File: src/rtl/input_debounce_counter_if.sv
// Signal bundle between the raw-input source and the debounce/event-count block.
interface input_debounce_counter_if #(
    parameter int unsigned CNT_WIDTH = 8
);
    logic                 din;
    logic                 cnt_en;
    logic                 cnt_clr;
    logic                 dout;
    logic                 rise;
    logic                 fall;
    logic [CNT_WIDTH-1:0] count;
    logic                 count_wrap;

    modport master (
        output din, cnt_en, cnt_clr,
        input  dout, rise, fall, count, count_wrap
    );

    modport slave (
        input  din, cnt_en, cnt_clr,
        output dout, rise, fall, count, count_wrap
    );
endinterface

File: src/rtl/input_debounce_counter.sv
// Synchronises and debounces a raw level input, emits rise/fall pulses and
// counts accepted rising edges in a wrapping counter.
module input_debounce_counter #(
    parameter int unsigned SYNC_STAGES     = 2,
    parameter int unsigned DEBOUNCE_CYCLES = 4,
    parameter int unsigned CNT_WIDTH       = 8
) (
    input logic                     clk,
    input logic                     resetn,
    input_debounce_counter_if.slave bus
);

    localparam int unsigned DCNT_W = (DEBOUNCE_CYCLES > 2) ? $clog2(DEBOUNCE_CYCLES) : 1;
    localparam logic [DCNT_W-1:0] DCNT_LAST = DCNT_W'(DEBOUNCE_CYCLES - 1);

    typedef enum logic [1:0] {
        StStableLo,
        StChkHi,
        StStableHi,
        StChkLo
    } state_e;

    logic [SYNC_STAGES-1:0] sync_q;
    logic                   ds;
    state_e                 state_q;
    logic [DCNT_W-1:0]      dcnt_q;
    logic                   dout_q;
    logic                   rise_q;
    logic                   fall_q;
    logic [CNT_WIDTH-1:0]   count_q;
    logic                   count_wrap_q;
    logic                   rise_evt;
    logic                   fall_evt;

    // Plain flop chain, nothing between stages.
    always_ff @(posedge clk or negedge resetn) begin
        if (!resetn) begin
            sync_q <= '0;
        end else begin
            sync_q <= {sync_q[SYNC_STAGES-2:0], bus.din};
        end
    end

    assign ds = sync_q[SYNC_STAGES-1];

    assign rise_evt = (state_q == StChkHi) && ds && (dcnt_q == DCNT_LAST);
    assign fall_evt = (state_q == StChkLo) && !ds && (dcnt_q == DCNT_LAST);

    always_ff @(posedge clk or negedge resetn) begin
        if (!resetn) begin
            state_q <= StStableLo;
            dcnt_q  <= '0;
            dout_q  <= 1'b0;
            rise_q  <= 1'b0;
            fall_q  <= 1'b0;
        end else begin
            rise_q <= 1'b0;
            fall_q <= 1'b0;
            unique case (state_q)
                StStableLo: begin
                    if (ds) begin
                        state_q <= StChkHi;
                        dcnt_q  <= DCNT_W'(1);
                    end
                end
                StChkHi: begin
                    if (!ds) begin
                        state_q <= StStableLo;
                        dcnt_q  <= '0;
                    end else if (rise_evt) begin
                        state_q <= StStableHi;
                        dcnt_q  <= '0;
                        dout_q  <= 1'b1;
                        rise_q  <= 1'b1;
                    end else begin
                        dcnt_q <= dcnt_q + DCNT_W'(1);
                    end
                end
                StStableHi: begin
                    if (!ds) begin
                        state_q <= StChkLo;
                        dcnt_q  <= DCNT_W'(1);
                    end
                end
                StChkLo: begin
                    if (ds) begin
                        state_q <= StStableHi;
                        dcnt_q  <= '0;
                    end else if (fall_evt) begin
                        state_q <= StStableLo;
                        dcnt_q  <= '0;
                        dout_q  <= 1'b0;
                        fall_q  <= 1'b1;
                    end else begin
                        dcnt_q <= dcnt_q + DCNT_W'(1);
                    end
                end
                default: begin
                    state_q <= StStableLo;
                    dcnt_q  <= '0;
                end
            endcase
        end
    end

    // Clear wins over an increment on the same edge and suppresses the wrap pulse.
    always_ff @(posedge clk or negedge resetn) begin
        if (!resetn) begin
            count_q      <= '0;
            count_wrap_q <= 1'b0;
        end else begin
            count_wrap_q <= 1'b0;
            if (bus.cnt_clr) begin
                count_q <= '0;
            end else if (rise_evt && bus.cnt_en) begin
                count_q      <= count_q + CNT_WIDTH'(1);
                count_wrap_q <= &count_q;
            end
        end
    end

    assign bus.dout       = dout_q;
    assign bus.rise       = rise_q;
    assign bus.fall       = fall_q;
    assign bus.count      = count_q;
    assign bus.count_wrap = count_wrap_q;

endmodule

File: src/flat_wrapper.sv
// flat-port wrapper written by rule: the top's interface ports become plain ports
module input_debounce_counter_flat 
#(
    parameter int unsigned SYNC_STAGES     = 2,
    parameter int unsigned DEBOUNCE_CYCLES = 4,
    parameter int unsigned CNT_WIDTH       = 8
)
  (clk, resetn, bus_din, bus_cnt_en, bus_cnt_clr, bus_dout, bus_rise, bus_fall, bus_count, bus_count_wrap);
  input_debounce_counter_if #(.CNT_WIDTH(CNT_WIDTH)) bus_i ();
  input logic clk;
  input logic resetn;
  input wire logic [$bits(bus_i.din)-1:0] bus_din;
  input wire logic [$bits(bus_i.cnt_en)-1:0] bus_cnt_en;
  input wire logic [$bits(bus_i.cnt_clr)-1:0] bus_cnt_clr;
  output wire logic [$bits(bus_i.dout)-1:0] bus_dout;
  output wire logic [$bits(bus_i.rise)-1:0] bus_rise;
  output wire logic [$bits(bus_i.fall)-1:0] bus_fall;
  output wire logic [$bits(bus_i.count)-1:0] bus_count;
  output wire logic [$bits(bus_i.count_wrap)-1:0] bus_count_wrap;
  assign bus_i.din = bus_din;
  assign bus_i.cnt_en = bus_cnt_en;
  assign bus_i.cnt_clr = bus_cnt_clr;
  assign bus_dout = bus_i.dout;
  assign bus_rise = bus_i.rise;
  assign bus_fall = bus_i.fall;
  assign bus_count = bus_i.count;
  assign bus_count_wrap = bus_i.count_wrap;
  input_debounce_counter #(.SYNC_STAGES(SYNC_STAGES), .DEBOUNCE_CYCLES(DEBOUNCE_CYCLES), .CNT_WIDTH(CNT_WIDTH)) u_core (.clk(clk), .resetn(resetn), .bus(bus_i));
endmodule
File: config.mk
export PLATFORM = sky130hd
export DESIGN_NAME = input_debounce_counter_flat
export DESIGN_NICKNAME = d
export VERILOG_FILES = /design/src/rtl/input_debounce_counter_if.sv /design/src/rtl/input_debounce_counter.sv /design/src/flat_wrapper.sv
export SDC_FILE = /design/constraint.sdc
export NUM_CORES = 1
export LEC_CHECK = 0
export CORE_ASPECT_RATIO = 0.8
export CORE_MARGIN = 5
export CORE_UTILIZATION = 35
export CTS_BUF_LIST = sky130_fd_sc_hd__clkbuf_16
export CTS_CLUSTER_DIAMETER = 200
export CTS_CLUSTER_SIZE = 14
export DETAILED_ROUTE_END_ITERATION = 7
export PLACE_DENSITY = 0.68
export SLEW_MARGIN = 5
export SYNTH_ARGS = -nofsm -noshare
export SYNTH_HDL_FRONTEND = slang
export SYNTH_SLANG_ARGS = --single-unit
File: constraint.sdc
create_clock -name clk -period 3.6 [get_ports clk]
set_input_delay 0.54 -clock clk [delete_from_list [all_inputs] [get_ports clk]]
set_output_delay 0.54 -clock clk [all_outputs]
set_load 0.005 [all_outputs]
After elaboration in Yosys (flattened, before gate mapping):

Cells that the tools add are included.

* flip-flop bits (word level): 18
* bits of input ports: 5
* output and inout port bits: 12
* word-level logic and storage cells: 63

* add/sub/neg operators: 2
* eq/ne operators: 12
* mux-type cells: 28
* reductions and logical operators: 13

Operator list (count)
* $mux W2: 11
* $mux W8: 2
* $pmux W2 S4: 2
* $mux W1: 12
* $add A8 B1 Y8 const B: 1
* $ne A2 B1 Y1 const B: 4
* $reduce_and A8 Y1: 1
* $eq A2 B2 Y1 const B: 3
* $logic_and A1 B1 Y1: 5
* $reduce_and A5 Y1: 1
* $ne A2 B2 Y1 const B: 2
* $reduce_and A4 Y1: 1
* $reduce_bool A2 Y1: 2
* $ne A3 B1 Y1 const B: 1
* $ne A3 B3 Y1 const B: 1
* $add A2 B1 Y2 const B: 1
* $eq A2 B1 Y1 const B: 1
* $logic_not A2 Y1: 1
* $pmux W1 S2: 1
* $reduce_and A2 Y1: 1
* $logic_not A1 Y1: 1

Longest topological paths before layout:

* depth after elaboration: 6
* depth in mapped cells: 6
* depth with buffers taken out: 5

Least setup slack after synthesis:

Ideal clock, no wire load.

* path type: register to register
* from: register u_core.dcnt_q[0]
* to: register u_core.count_q[7], in the netlist u_core.bus.count[7]
* setup time: 125 ps
* arrival: 1371 ps
* data required time: 3475 ps
* setup slack: 2104 ps
* stages on the path, launching flop included: 6
* buffers on the path: 1
* clock period less this slack: 1496 ps
* path through: dfrtp_1 -> ha_1 -> nand4b_1 -> buf_4 -> nor3_1 -> mux2_2

* longest elaborated chain between the ends: 4

Ends and longest elaborated chain
* start, declared: RTL line input_debounce_counter.sv:26 `logic [DCNT_W-1:0] dcnt_q;`
* start signal, assigned: RTL line input_debounce_counter.sv:76 `dcnt_q <= dcnt_q + DCNT_W'(1);`
* start signal, assigned: RTL line input_debounce_counter.sv:95 `dcnt_q <= dcnt_q + DCNT_W'(1);`
* $eq A2 B2 Y1: RTL line input_debounce_counter.sv:46 `assign rise_evt = (state_q == StChkHi) && ds && (dcnt_q == DCNT_LAST);`
* $logic_and A1 B1 Y1: RTL line input_debounce_counter.sv:46
* $logic_and A1 B1 Y1: RTL line input_debounce_counter.sv:115 `end else if (rise_evt && bus.cnt_en) begin`
* $reduce_bool A2 Y1 (no line)
* end signal, assigned: RTL line input_debounce_counter.sv:116 `count_q <= count_q + CNT_WIDTH'(1);`
* end, declared: RTL line input_debounce_counter.sv:30 `logic [CNT_WIDTH-1:0] count_q;`

Every way passes these cells.
A chain may end at the register's enable or synchronous reset.

Worst setup path after layout:

* from: register u_core.dcnt_q[0]
* to: register u_core.count_q[6], in the netlist u_core.bus.count[6]

Same word-level chain as after synthesis.

==> flow_metrics.env <==
export IMPL_status="completed"
export IMPL_clock_latency_ns=0.25
export IMPL_worstMarginPinSlew_ns=0.8158
export IMPL_fin_crit_ns=1.830
export IMPL_post_drt_wl_per_cell_um=13.83
export IMPL_gp_congestion=0.7551
export IMPL_slew_headroom_pct=45.44
export IMPL_grt_pass1_wl_um=2835
export IMPL_postSynthCellCount=73
export IMPL_rr_endpoint="u_core.bus.count[6]"
export IMPL_synth_area_um2=799.5
export IMPL_synthFlopType="dfrtp_1"
export IMPL_arrival_ns=2.00
export IMPL_hpwl_um=1139
export IMPL_io_pins=17
export IMPL_rows=15
export IMPL_drive_gt1_share_pct=8.791
export IMPL_cp_data_required_time_ns=3.77
export IMPL_cts_tree="built"
export IMPL_grt_max_degree=19
export IMPL_syn_to_final_growth_pct=32.39
export IMPL_fp_dieW_um=63.44
export IMPL_initial_core_util_pct=36.72
export IMPL_vias=631
export IMPL_cts_hold_buf=0
export IMPL_core_area_um2=2177
export IMPL_antenna_found_initial=0
export IMPL_maxCapViolCount=0
export IMPL_min_delay_path_class="reg -> reg"
export IMPL_hp_start="u_core.sync_q[0]"
export IMPL_grt_use_total_pct=11.01
export IMPL_drv_slew=0
export IMPL_grt_overflow=0
export IMPL_crit_fanout=12
export IMPL_critical_path_endpoint_type="flop"
export IMPL_r2r_slack_ns=1.77
export IMPL_worstRegToRegCells=4
export IMPL_drt_total_wl_um=1604
export IMPL_finalPower_uw=543.0
export IMPL_fin_skew_ns=0.001221
export IMPL_synthTopCellsByArea="dfrtp_1, mux2_2, a21oi_1, ha_1, o21ai_0"
export IMPL_synth_nets=80
export IMPL_drc=0
export IMPL_fmax_mhz=546.5
export IMPL_htreeDepth=1
export IMPL_dr_pass1_iters=4
export IMPL_finish_net_count=99
export IMPL_cts_sinks=18
export IMPL_vdd_drop_max_v=0.0002481
export IMPL_grt_pass1_vias=639
export IMPL_post_cts_resized=0
export IMPL_synth_seq_cells=18
export IMPL_seq_area_frac_synth_pct=56.34
export IMPL_async_flop_share_pct=100.0
export IMPL_fin_tns_setup_ns=0
export IMPL_root_buffer="clkbuf_16"
export IMPL_clk_path_buf_depth=2
export IMPL_synth_largest_area_cell="dfrtp_1"
export IMPL_die_area_um2=3346
export IMPL_r2r_start="u_core.dcnt_q[0]"
export IMPL_min_path_cells=0
export IMPL_clk_pin_slew_ns=0.05
export IMPL_leakage_nw=0.4360
export IMPL_n_antenna_cell=0
export IMPL_portBuffers=16
export IMPL_cts_buffers=3
export IMPL_finalCritPeriodShare_pct=50.83
export IMPL_ant_nets=0
export IMPL_rsz0062_at_grt="no"
export IMPL_ys_warn_count=0
export IMPL_viasPerCell=5.440
export IMPL_setup_violations=0
export IMPL_syn_area_per_cell_um2=10.95
export IMPL_drtIter0Drc=8
export IMPL_hold_viol_final=0
export IMPL_hold_path_end="u_core.sync_q[1]"
export IMPL_crit_type="reg -> reg"
export IMPL_power_density_nw_per_um2=513.0
export IMPL_cts_setup_buffers=0
export IMPL_ys_types=27
export IMPL_synth_edf_count=0
export IMPL_die_h_um=52.75
export IMPL_synth_top_cell_area_share_pct=56.34
export IMPL_cp_start_kind="flop"
[routing by layer]
metal	up-vias	global-route usage [%]	wire length [um]
met5	-	0	0
li1	305	-	-
met2	22	17.74	728
met4	0	6.228	46
met1	299	13.70	749
met3	5	2.361	80
[through the flow]
stage	area (um2)	setup WS (ns)	utilization [%]	hold WS, ns	std cells
2_1_floorplan	799.5	2.104	-	0.2444	73
3_3_place_gp	979.7	1.622	45.00	0.3340	112
3_5_place_dp	979.7	1.555	45.00	0.3419	112
4_1_cts	1059	1.782	48.62	0.3541	116
5_1_grt	1059	1.590	48.62	0.3683	116
6_report	1059	1.770	48.62	0.3499	116
[layout by cell type (no fill, tap or decap)]
| cell | n |
|---|---|
| nor3_1 | 1 |
| nor4_1 | 1 |
| or4_1 | 2 |
| nand2b_1 | 1 |
| a22o_1 | 1 |
| mux2_2 | 4 |
| nor2b_1 | 3 |
| inv_1 | 1 |
| o21bai_1 | 1 |
| nand4b_1 | 2 |
| nor2_1 | 4 |
| a21oi_1 | 5 |
| dfrtp_1 | 18 |
| o21a_1 | 1 |
| xor2_1 | 1 |
| ha_1 | 2 |
| o21ai_0 | 5 |
| inv_2 | 1 |
| and2_1 | 1 |
| clkinv_1 | 1 |
| or3_1 | 2 |
| clkbuf_16 | 3 |
| clkdlybuf4s50_1 | 16 |
| nand2_1 | 4 |
| nand3_1 | 4 |
| o31ai_1 | 2 |
| nand4_1 | 3 |
| and3_1 | 1 |
[worst max path at each step]
stage	from	endpoint	slack [ns]	cells past startpoint
after floorplan	u_core.dcnt_q[0]	u_core.bus.count[7]	2.10	5
after global placement	bus_cnt_en	u_core.bus.count[7]	1.62	4
after detailed placement	bus_cnt_en	u_core.bus.count[7]	1.55	4
after CTS	u_core.dcnt_q[0]	u_core.bus.count[6]	1.78	4
after global routing	u_core.dcnt_q[0]	u_core.bus.count[5]	1.59	4
final	u_core.dcnt_q[0]	u_core.bus.count[6]	1.77	4
[layout make-up]
type | count | area [um2]
Clock buffer | 3 | 75.07
Fill cell | 196 | 1119
Sequential cell | 18 | 450.4
Multi-Input combinational cell | 51 | 330.3
Timing Repair Buffer | 16 | 160.2
Tap cell | 25 | 31.28
Clock inverter | 1 | 3.754
Inverter | 2 | 7.507
[synth_stat cells, types with 2 or more instances]
| cell | instances |
|---|---|
| nand4_1 | 3 |
| nand3_1 | 4 |
| nand4b_1 | 2 |
| o31ai_1 | 2 |
| ha_1 | 2 |
| a21oi_1 | 5 |
| o21ai_0 | 5 |
| or3_1 | 2 |
| nor2b_1 | 3 |
| nand2_1 | 4 |
| nor2_1 | 4 |
| mux2_2 | 4 |
| dfrtp_1 | 18 |
| or4_1 | 2 |
[cells by family (layout without fill, tap and decap cells)]
| logic type | Yosys count | after routing | share of synthesized area, % |
|---|---|---|---|
| simple gates | 29 | 29 | 20.34 |
| fa+ha+maj | 2 | 2 | 3.129 |
| flops | 18 | 18 | 56.34 |
| mux | 4 | 4 | 5.633 |
| xor+xnor | 1 | 1 | 1.096 |
| buf+inv | 4 | 22 | 2.346 |
| compound gates | 15 | 15 | 11.11 |
[state kept, by name, summed over array words and instances, names as in the netlist, named ones only]
name,count
u_core.bus.count,8
u_core.dcnt_q,2
u_core.sync_q,2
u_core.bus.count_wrap,1
u_core.bus.dout,1
u_core.bus.fall,1
u_core.bus.rise,1
u_core.state_q,1
[worst max-delay path, stage by stage (launching register included)]
cell	delay (ns)
dfrtp_1	0.37
ha_1	0.24
nand4b_1	0.38
or4_1	0.61
a21oi_1	0.15
[where the power goes]
part	switching (mW)	total, mW	internal [mW]
clock	0.0734	0.221	0.148
sequential	0.0235	0.250	0.227
combinational	0.0331	0.0716	0.0385
Note: power is estimated with default switching activity, not from simulation.
